### src/rtl/mips_mem_pkg.sv
// Shared memory-access encodings and load/store FSM state type.
package mips_mem_pkg;

    localparam int unsigned DATA_W = 32;
    localparam int unsigned CNT_W  = 4;

    localparam logic [1:0] SIZE_BYTE    = 2'b00;
    localparam logic [1:0] SIZE_HALF    = 2'b01;
    localparam logic [1:0] SIZE_WORD    = 2'b10;
    localparam logic [1:0] SIZE_ILLEGAL = 2'b11;

    typedef enum logic [1:0] {
        IDLE   = 2'b00,
        ACCESS = 2'b01,
        WAIT   = 2'b10,
        RESP   = 2'b11
    } lsu_state_t;

    // Byte count of an access; 0 for the illegal encoding.
    function automatic logic [2:0] size_bytes(input logic [1:0] size);
        case (size)
            SIZE_BYTE: size_bytes = 3'd1;
            SIZE_HALF: size_bytes = 3'd2;
            SIZE_WORD: size_bytes = 3'd4;
            default:   size_bytes = 3'd0;
        endcase
    endfunction

endpackage

### src/rtl/load_extend.sv
// Sign/zero extension of lane-0 load data by access size.
module load_extend
    import mips_mem_pkg::*;
(
    input  logic [DATA_W-1:0] raw_data,
    input  logic [1:0]        size,
    input  logic              zero_ext,
    output logic [DATA_W-1:0] ext_data_c
);

    always_comb begin
        ext_data_c = raw_data;
        case (size)
            SIZE_BYTE: ext_data_c = zero_ext ? {24'b0, raw_data[7:0]}
                                             : {{24{raw_data[7]}}, raw_data[7:0]};
            SIZE_HALF: ext_data_c = zero_ext ? {16'b0, raw_data[15:0]}
                                             : {{16{raw_data[15]}}, raw_data[15:0]};
            default:   ext_data_c = raw_data;
        endcase
    end

endmodule

### src/rtl/load_store_unit.sv
// Single-outstanding load/store unit with bounds checking and fixed wait states.
// Optional build macro MISALIGN_TRAP_EN rejects misaligned half/word accesses.
module load_store_unit
    import mips_mem_pkg::*;
#(
    parameter int unsigned NUM_WORDS   = 64,
    parameter int unsigned WAIT_CYCLES = 1
) (
    input  logic              clk,
    input  logic              reset,
    input  logic              req_valid,
    output logic              req_ready,
    input  logic              req_write,
    input  logic [1:0]        req_size,
    input  logic              req_unsigned,
    input  logic [DATA_W-1:0] req_addr,
    input  logic [DATA_W-1:0] req_wdata,
    output logic              resp_valid,
    output logic [DATA_W-1:0] resp_rdata,
    output logic              resp_error,
    output logic [DATA_W-1:0] mem_addr,
    output logic              mem_write_en,
    output logic [1:0]        mem_write_size,
    output logic [DATA_W-1:0] mem_write_data,
    input  logic [DATA_W-1:0] mem_read_data
);

    localparam logic [32:0]      MEM_BYTES = 33'(4 * NUM_WORDS);
    localparam logic [CNT_W-1:0] WAIT_LAST = CNT_W'(WAIT_CYCLES - 1);

    lsu_state_t        state_q, state_d;
    logic [CNT_W-1:0]  cnt_q, cnt_d;
    logic              write_q, write_d;
    logic [1:0]        size_q, size_d;
    logic              zext_q, zext_d;
    logic              err_q, err_d;
    logic [DATA_W-1:0] raw_q, raw_d;

    logic              req_ready_d, resp_valid_d, resp_error_d, mem_write_en_d;
    logic [DATA_W-1:0] resp_rdata_d, mem_addr_d, mem_write_data_d;
    logic [1:0]        mem_write_size_d;

    logic [32:0]       req_end_c;
    logic              req_illegal_c;
    logic [DATA_W-1:0] ext_data_c;

    // Request legality: bad size or any byte past the end of memory (no wrap).
    always_comb begin
        req_end_c     = {1'b0, req_addr} + 33'(size_bytes(req_size));
        req_illegal_c = (req_size == SIZE_ILLEGAL) || (req_end_c > MEM_BYTES);
`ifdef MISALIGN_TRAP_EN
        if ((req_size == SIZE_HALF && req_addr[0]) ||
            (req_size == SIZE_WORD && req_addr[1:0] != 2'b00)) begin
            req_illegal_c = 1'b1;
        end
`endif
    end

    load_extend u_load_extend (
        .raw_data   (raw_q),
        .size       (size_q),
        .zero_ext   (zext_q),
        .ext_data_c (ext_data_c)
    );

    // Next-state and registered-output logic.
    always_comb begin
        state_d          = state_q;
        cnt_d            = cnt_q;
        write_d          = write_q;
        size_d           = size_q;
        zext_d           = zext_q;
        err_d            = err_q;
        raw_d            = raw_q;
        resp_valid_d     = 1'b0;
        resp_error_d     = 1'b0;
        resp_rdata_d     = '0;
        mem_addr_d       = mem_addr;
        mem_write_en_d   = 1'b0;
        mem_write_size_d = mem_write_size;
        mem_write_data_d = mem_write_data;

        case (state_q)
            IDLE: begin
                if (req_valid && req_ready) begin
                    write_d          = req_write;
                    size_d           = req_size;
                    zext_d           = req_unsigned;
                    mem_addr_d       = req_addr;
                    mem_write_size_d = req_size;
                    mem_write_data_d = req_wdata;
                    err_d            = req_illegal_c;
                    if (req_illegal_c) begin
                        state_d = RESP;
                    end else begin
                        state_d        = ACCESS;
                        mem_write_en_d = req_write;
                    end
                end
            end
            ACCESS: begin
                if (WAIT_CYCLES == 0) begin
                    raw_d   = mem_read_data;
                    state_d = RESP;
                end else begin
                    cnt_d   = WAIT_LAST;
                    state_d = WAIT;
                end
            end
            WAIT: begin
                if (cnt_q == '0) begin
                    raw_d   = mem_read_data;
                    state_d = RESP;
                end else begin
                    cnt_d = cnt_q - CNT_W'(1);
                end
            end
            RESP: begin
                resp_valid_d = 1'b1;
                resp_error_d = err_q;
                resp_rdata_d = (err_q || write_q) ? '0 : ext_data_c;
                state_d      = IDLE;
            end
            default: state_d = IDLE;
        endcase

        req_ready_d = (state_d == IDLE);
    end

    // State and output registers; reset abandons any transaction in flight.
    always_ff @(posedge clk) begin
        if (!reset) begin
            state_q        <= IDLE;
            cnt_q          <= '0;
            write_q        <= 1'b0;
            size_q         <= '0;
            zext_q         <= 1'b0;
            err_q          <= 1'b0;
            raw_q          <= '0;
            req_ready      <= 1'b0;
            resp_valid     <= 1'b0;
            resp_error     <= 1'b0;
            resp_rdata     <= '0;
            mem_addr       <= '0;
            mem_write_en   <= 1'b0;
            mem_write_size <= '0;
            mem_write_data <= '0;
        end else begin
            state_q        <= state_d;
            cnt_q          <= cnt_d;
            write_q        <= write_d;
            size_q         <= size_d;
            zext_q         <= zext_d;
            err_q          <= err_d;
            raw_q          <= raw_d;
            req_ready      <= req_ready_d;
            resp_valid     <= resp_valid_d;
            resp_error     <= resp_error_d;
            resp_rdata     <= resp_rdata_d;
            mem_addr       <= mem_addr_d;
            mem_write_en   <= mem_write_en_d;
            mem_write_size <= mem_write_size_d;
            mem_write_data <= mem_write_data_d;
        end
    end

endmodule
### config.mk
export PLATFORM = sky130hd
export DESIGN_NAME = load_store_unit
export DESIGN_NICKNAME = d
export VERILOG_FILES = /design/src/rtl/mips_mem_pkg.sv /design/src/rtl/load_extend.sv /design/src/rtl/load_store_unit.sv
export SDC_FILE = /design/constraint.sdc
export NUM_CORES = 1
export LEC_CHECK = 0
export ABC_CLOCK_PERIOD_IN_PS = 3300
export CORE_ASPECT_RATIO = 0.9
export CORE_MARGIN = 8
export CORE_UTILIZATION = 48
export CTS_BUF_LIST = sky130_fd_sc_hd__clkbuf_2
export DETAILED_ROUTE_END_ITERATION = 10
export MAX_ROUTING_LAYER = met4
export PLACE_DENSITY = 0.83
export SYNTH_ARGS = -nofsm -noshare
export SYNTH_HDL_FRONTEND = slang
export SYNTH_HIERARCHICAL = 1
export SYNTH_SLANG_ARGS = --single-unit
### constraint.sdc
create_clock -name clk -period 3.3 [get_ports clk]
set_input_delay 0.33 -clock clk [delete_from_list [all_inputs] [get_ports clk]]
set_output_delay 0.33 -clock clk [all_outputs]
set_load 0.02 [all_outputs]
# ---- Yosys cells after proc, flatten, opt, wreduce, memory -nomap -nowiden
# Cells that the tools add are included.
dict set report totals {
  regBits 143
  in_bits 103
  word_cells 55
  output_inout_bits 102
}
dict set report classes {
  mux 11
  n_addsub 2
  n_reduce_logical 15
  n_lt_le_gt_ge 1
  bitwise_logic 4
  n_eq_ne 8
}
# op count
set ops {}
lappend ops {{$mux W32} 2}
lappend ops {{$pmux W32 S2} 1}
lappend ops {{$add A32 B3 Y33} 1}
lappend ops {{$gt A33 B9 Y1 const B} 1}
lappend ops {{$pmux W3 S3} 1}
lappend ops {{$eq A2 B2 Y1 const B} 4}
lappend ops {{$logic_not A2 Y1} 4}
lappend ops {{$pmux W2 S4} 1}
lappend ops {{$pmux W4 S2} 1}
lappend ops {{$reduce_and A2 Y1} 4}
lappend ops {{$eq A2 B1 Y1 const B} 3}
lappend ops {{$mux W2} 3}
lappend ops {{$logic_not A4 Y1} 1}
lappend ops {{$mux W4} 1}
lappend ops {{$not A1 Y1} 4}
lappend ops {{$reduce_or A4 Y1} 1}
lappend ops {{$sub A4 B1 Y4 const B} 1}
lappend ops {{$reduce_or A3 Y1} 1}
lappend ops {{$logic_or A1 B1 Y1} 2}
lappend ops {{$ne A2 B2 Y1 const B} 1}
lappend ops {{$reduce_bool A2 Y1} 1}
lappend ops {{$logic_and A1 B1 Y1} 1}
lappend ops {{$mux W1} 1}

# ---- Depth between registers and ports, before layout
dict set report logic_depth {
  depth_word 9
  depth_mapped 11
  mapped_depth_nobuf 11
}

# ---- Modules after synthesis
# Netlist, hierarchy kept.
# module n_inst seq_area_each_um2 area_per_inst_um2 cells_per_inst
set modules_own_cells {}
lappend modules_own_cells {load_store_unit 1 2862.7 5878.1 684}
lappend modules_own_cells {load_extend 1 0.0 355.3 67}

# ---- Worst setup path before layout
# OpenSTA, ideal clock, no wires.
dict set report synth_timing {
  path_type {input-to-reg}
  from {in req_size[0]}
  to {reg state_q[1]}
  required_time_ns 3.168
  arrival_ns 2.356
  stages 11
  path_slack_ns 0.812
  path_buffers 0
  setup_time_ns 0.132
  path_cell_list {nor2_1 > ha_1 > fa_1 > a21o_1 > and2_4 > and2_4 > or3_2 > a21oi_1 > nand4_1 > nor2_2 > o311ai_2}
}
dict set report synth_between {
  elab_chain_len 8
  elab_cells_between_ends 11
  classes_between {add/sub: 1; order compare: 1; eq/ne: 3; mux: 4; reduce/logical: 2}
}
# item line_no
set synth_lines {}
lappend synth_lines {{start, declared} load_store_unit.sv:14} ;# input logic [1:0] req_size,
lappend synth_lines {{$eq A2 B2 Y1 (tied with other cells)} mips_mem_pkg.sv:21} ;# case (size)
lappend synth_lines {{$pmux W3 S3} mips_mem_pkg.sv:21}
lappend synth_lines {{$add A32 B3 Y33} load_store_unit.sv:49} ;# req_end_c = {1'b0, req_addr} + 33'(size_bytes(req_size));
lappend synth_lines {{$gt A33 B9 Y1} load_store_unit.sv:50} ;# req_illegal_c = (req_size == SIZE_ILLEGAL) || (req_end_c > MEM_BYTES);
lappend synth_lines {{$logic_or A1 B1 Y1 *} load_store_unit.sv:50}
lappend synth_lines {{$mux W2 *} load_store_unit.sv:93} ;# if (req_illegal_c) begin
lappend synth_lines {{$mux W2 *} load_store_unit.sv:85} ;# if (req_valid && req_ready) begin
lappend synth_lines {{$pmux W2 S4 *} load_store_unit.sv:83} ;# case (state_q)
lappend synth_lines {{end signal, assigned} load_store_unit.sv:149} ;# state_q <= state_d;
lappend synth_lines {{end, declared} load_store_unit.sv:31} ;# lsu_state_t state_q, state_d;
# Mark *: on every way between the ends. The rest lies on a longest branch, timed or not.
# A chain may end at the register's enable or synchronous reset.

# ---- Worst setup path in the final report
# Same ends and word-level chain as after synthesis.

==> flow_summary.ini <==
[outcome]
status = finished clean

[final_layout]
nFillCells = 1115
area_growth_pct = 37.3
final_net_count = 1041
multi_input_area_mm2 = 0.00307
drive_above_1_share_pct = 6.82
antenna_cells = 0
regArea_mm2 = 0.00286
utilization_pct = 67.5

[timing]
slew_headroom_pct = 25.3
period_needed_ps = 2520
setup_viol = 0
fin_crit_sh_pct = 76.4
grt_setup_unrepaired = false
hold_viol = 0
slew_violations = 0
worst_pin_slew_ps = 1120
layout_setup_ws_ps = 779
clock.fmax_ghz = 0.397
setup_tns_ps = 0
clock_skew_ps = 29.0

[place]
place.gp.congestion = 0.897
hpwl_mm = 12.6
io_buffers = 204
pre_cts_slack_ps = 55.1

[clocking]
ctsLongestPathBuffers = 2
clock_sinks = 143
clk_pin_slew_ps = 220
cts_tree = yes
clock_latency_ps = 690
clockRootBuffer = clkbuf_2
h-tree-depth = 4
numCtsBuffers = 17

[setup_path]
crit_path_start_kind = input port
crit_required_ps = 3880
crit_path_end_kind = flip-flop
cp_max_fo = 4
crit_type = input port to flip-flop
cp.arrival_ps = 3100

[route]
dr.pass1.iters = 4
dr.first_iter.drc_count = 275
drc = 0
wl_per_cell_um = 15.8
vias_per_cell = 5.13
num_vias = 5663
wl_mm = 17.4
drt.antenna.violating_nets = 0

[synthesis]
netlist_instances = 751
syn-cell-area_mm2 = 0.00623
synth_area_per_cell_um2 = 8.30
synth_top_area_cell = dfxtp_1
synth_cell_types = 57
synth_top_area_share_pct = 45.9
synth.area.top_cells = dfxtp_1 46%, nand2_1 14%, a21boi_0 12%
synth_common_cells = 237 x nand2_1, 143 x dfxtp_1, 101 x a21boi_0, 43 x clkbuf_1, 38 x and2_1
yosys_register_bits = 143
synth_edf_count = 0
synth_fp_nets = 865
synth_most_common_cell = nand2_1
ys_seq_area_share_pct = 45.9
yosysWarnings = 6
synth-async-reset-ratio_pct = 0
synth_flop_cell = dfxtp_1

[min_path]
min_path_type = input port to flip-flop

[floorplan]
placementRows = 39
fp.dieH_um = 124
io_pins = 205
die_area_mm2 = 0.0169
die-width_um = 136
core_mm2 = 0.0127
initial_core_util_pct = 49.1

[global_routing]
grtUsageTotal_pct = 20.6
grt_max_degree = 112
grt_pass1_wl_mm = 26.9
first_global_vias = 5307
antenna_found_initial = 0
grt_overflow_total = 0

[power_and_ir_drop]
swShare_pct = 34.0
ir_drop_v = 0.000468
power_frac_seq_pct = 46.4
p_switching_w = 0.00149
powerDensity_mw_per_mm2 = 513
clockPowerShare_pct = 24.4
p_leak_nw = 3.07
p_int_w = 0.00290
p_comb_share_pct = 29.2

[job]
max_cap_violations = 0
[logic make-up (layout without fill, tap and decap cells)]
logic type | count (synthesis) | after routing | synth area share, %
multiplexers | 3 | 3 | 0.542
adder cells (fa/ha/maj) | 11 | 11 | 2.33
AO/OA/AOI/OAI | 171 | 171 | 19.6
XOR/XNOR | 6 | 6 | 0.843
AND/OR/NAND/NOR | 349 | 349 | 25.8
flip-flops | 143 | 143 | 45.9
buffers and inverters | 68 | 256 | 4.98
[power by group through the flow]
| stage | Clock (W) | Sequential [W] | Combinational (W) |
|---|---|---|---|
| 2_1_floorplan | 0 | 0.00219 | 0.000665 |
| 3_3_place_gp | 0 | 0.00207 | 0.00127 |
| 3_5_place_dp | 0 | 0.00208 | 0.00129 |
| 4_1_cts | 0.00111 | 0.00204 | 0.00130 |
| 5_1_grt | 0.00118 | 0.00207 | 0.00141 |
| 6_report | 0.00107 | 0.00204 | 0.00128 |
[layout make-up]
class / instances / area share (%)
clock inverters: 12 / 1.90
flip-flops and latches: 143 / 33.4
inverters: 9 / 0.395
clock buffers: 19 / 1.11
multi-input cells: 540 / 35.9
repair buffers: 216 / 24.9
well taps: 164 / 2.40
[through the flow]
stage	total power [W]	hold slack [ps]	std cells	area, um^2
2_1_floorplan	0.00285	440	751	6230
3_3_place_gp	0.00334	434	1071	8290
3_5_place_dp	0.00337	441	1071	8290
4_1_cts	0.00444	87.8	1103	8560
5_1_grt	0.00466	67.1	1103	8560
6_report	0.00439	166	1103	8560
[critical path, stage by stage]
cell and delay (ps):
clkdlybuf4s50_1 530, nor2_1 70, ha_1 220, fa_1 420, a21o_1 210, o2111a_1 140, a311oi_1 340, nor3_1 100
nor4_1 270, nand4_1 180, nor2_2 170, o311ai_2 100
[registers in the layout, indices dropped and copies added (netlist names)]
name / count
state_q: 2
mem_addr: 32
req_ready: 1
mem_write_data: 32
zext_q: 1
resp_error: 1
cnt_q: 4
err_q: 1
resp_rdata: 32
raw_q: 32
mem_write_en: 1
resp_valid: 1
write_q: 1
size_q: 2
[cell usage in the layout (no fill, tap or decap), types with 3 or more instances in the layout]
master and count:
dfxtp_1 143, clkdlybuf4s50_1 203, a211oi_1 4, a21oi_1 6
nor2b_1 3, xnor2_1 6, nand2_1 237, clkinv_4 4
a31oi_1 5, buf_4 11, clkbuf_2 19, ha_1 10
or3_1 3, and3_1 3, nor2_1 16, nand3_1 8
and2_1 38, o21ai_0 32, nand4_1 10, a21o_1 3
a21boi_0 101, nand2b_1 3, bufinv_16 3, a311oi_1 3
nor3_1 5, inv_1 9
[path summary, 6_finish.rpt]
kind                     start           to  slack, ps  cells past startpoint
max                req_size[0]   state_q[1]        780                     12
min          mem_read_data[17]    raw_q[17]        170                      3
max reg2reg         state_q[0]  mem_addr[9]       1230                      6
min reg2reg           raw_q[4]     raw_q[4]        470                      2
[timing repair]
item,4_1_cts,5_1_grt
hold endpoints to repair,1,0
endpoints found under the setup margin,0,0
hold buffers,1,0
buffers inserted,0,0
gates resized for setup,0,0
[routing by layer]
| layer | routed length, um | GRT usage, % | vias to the layer above | share of wire [%] |
|---|---|---|---|---|
| met3 | 1280 | 6.29 | 11 | 7.4 |
| met2 | 7950 | 32.4 | 194 | 46 |
| met5 | 0 | - | - | 0 |
| li1 | - | - | 2858 | - |
| met4 | 157 | 4.87 | 0 | 0.90 |
| met1 | 7990 | 25.5 | 2600 | 46 |
(Power assumes the default switching activity.)
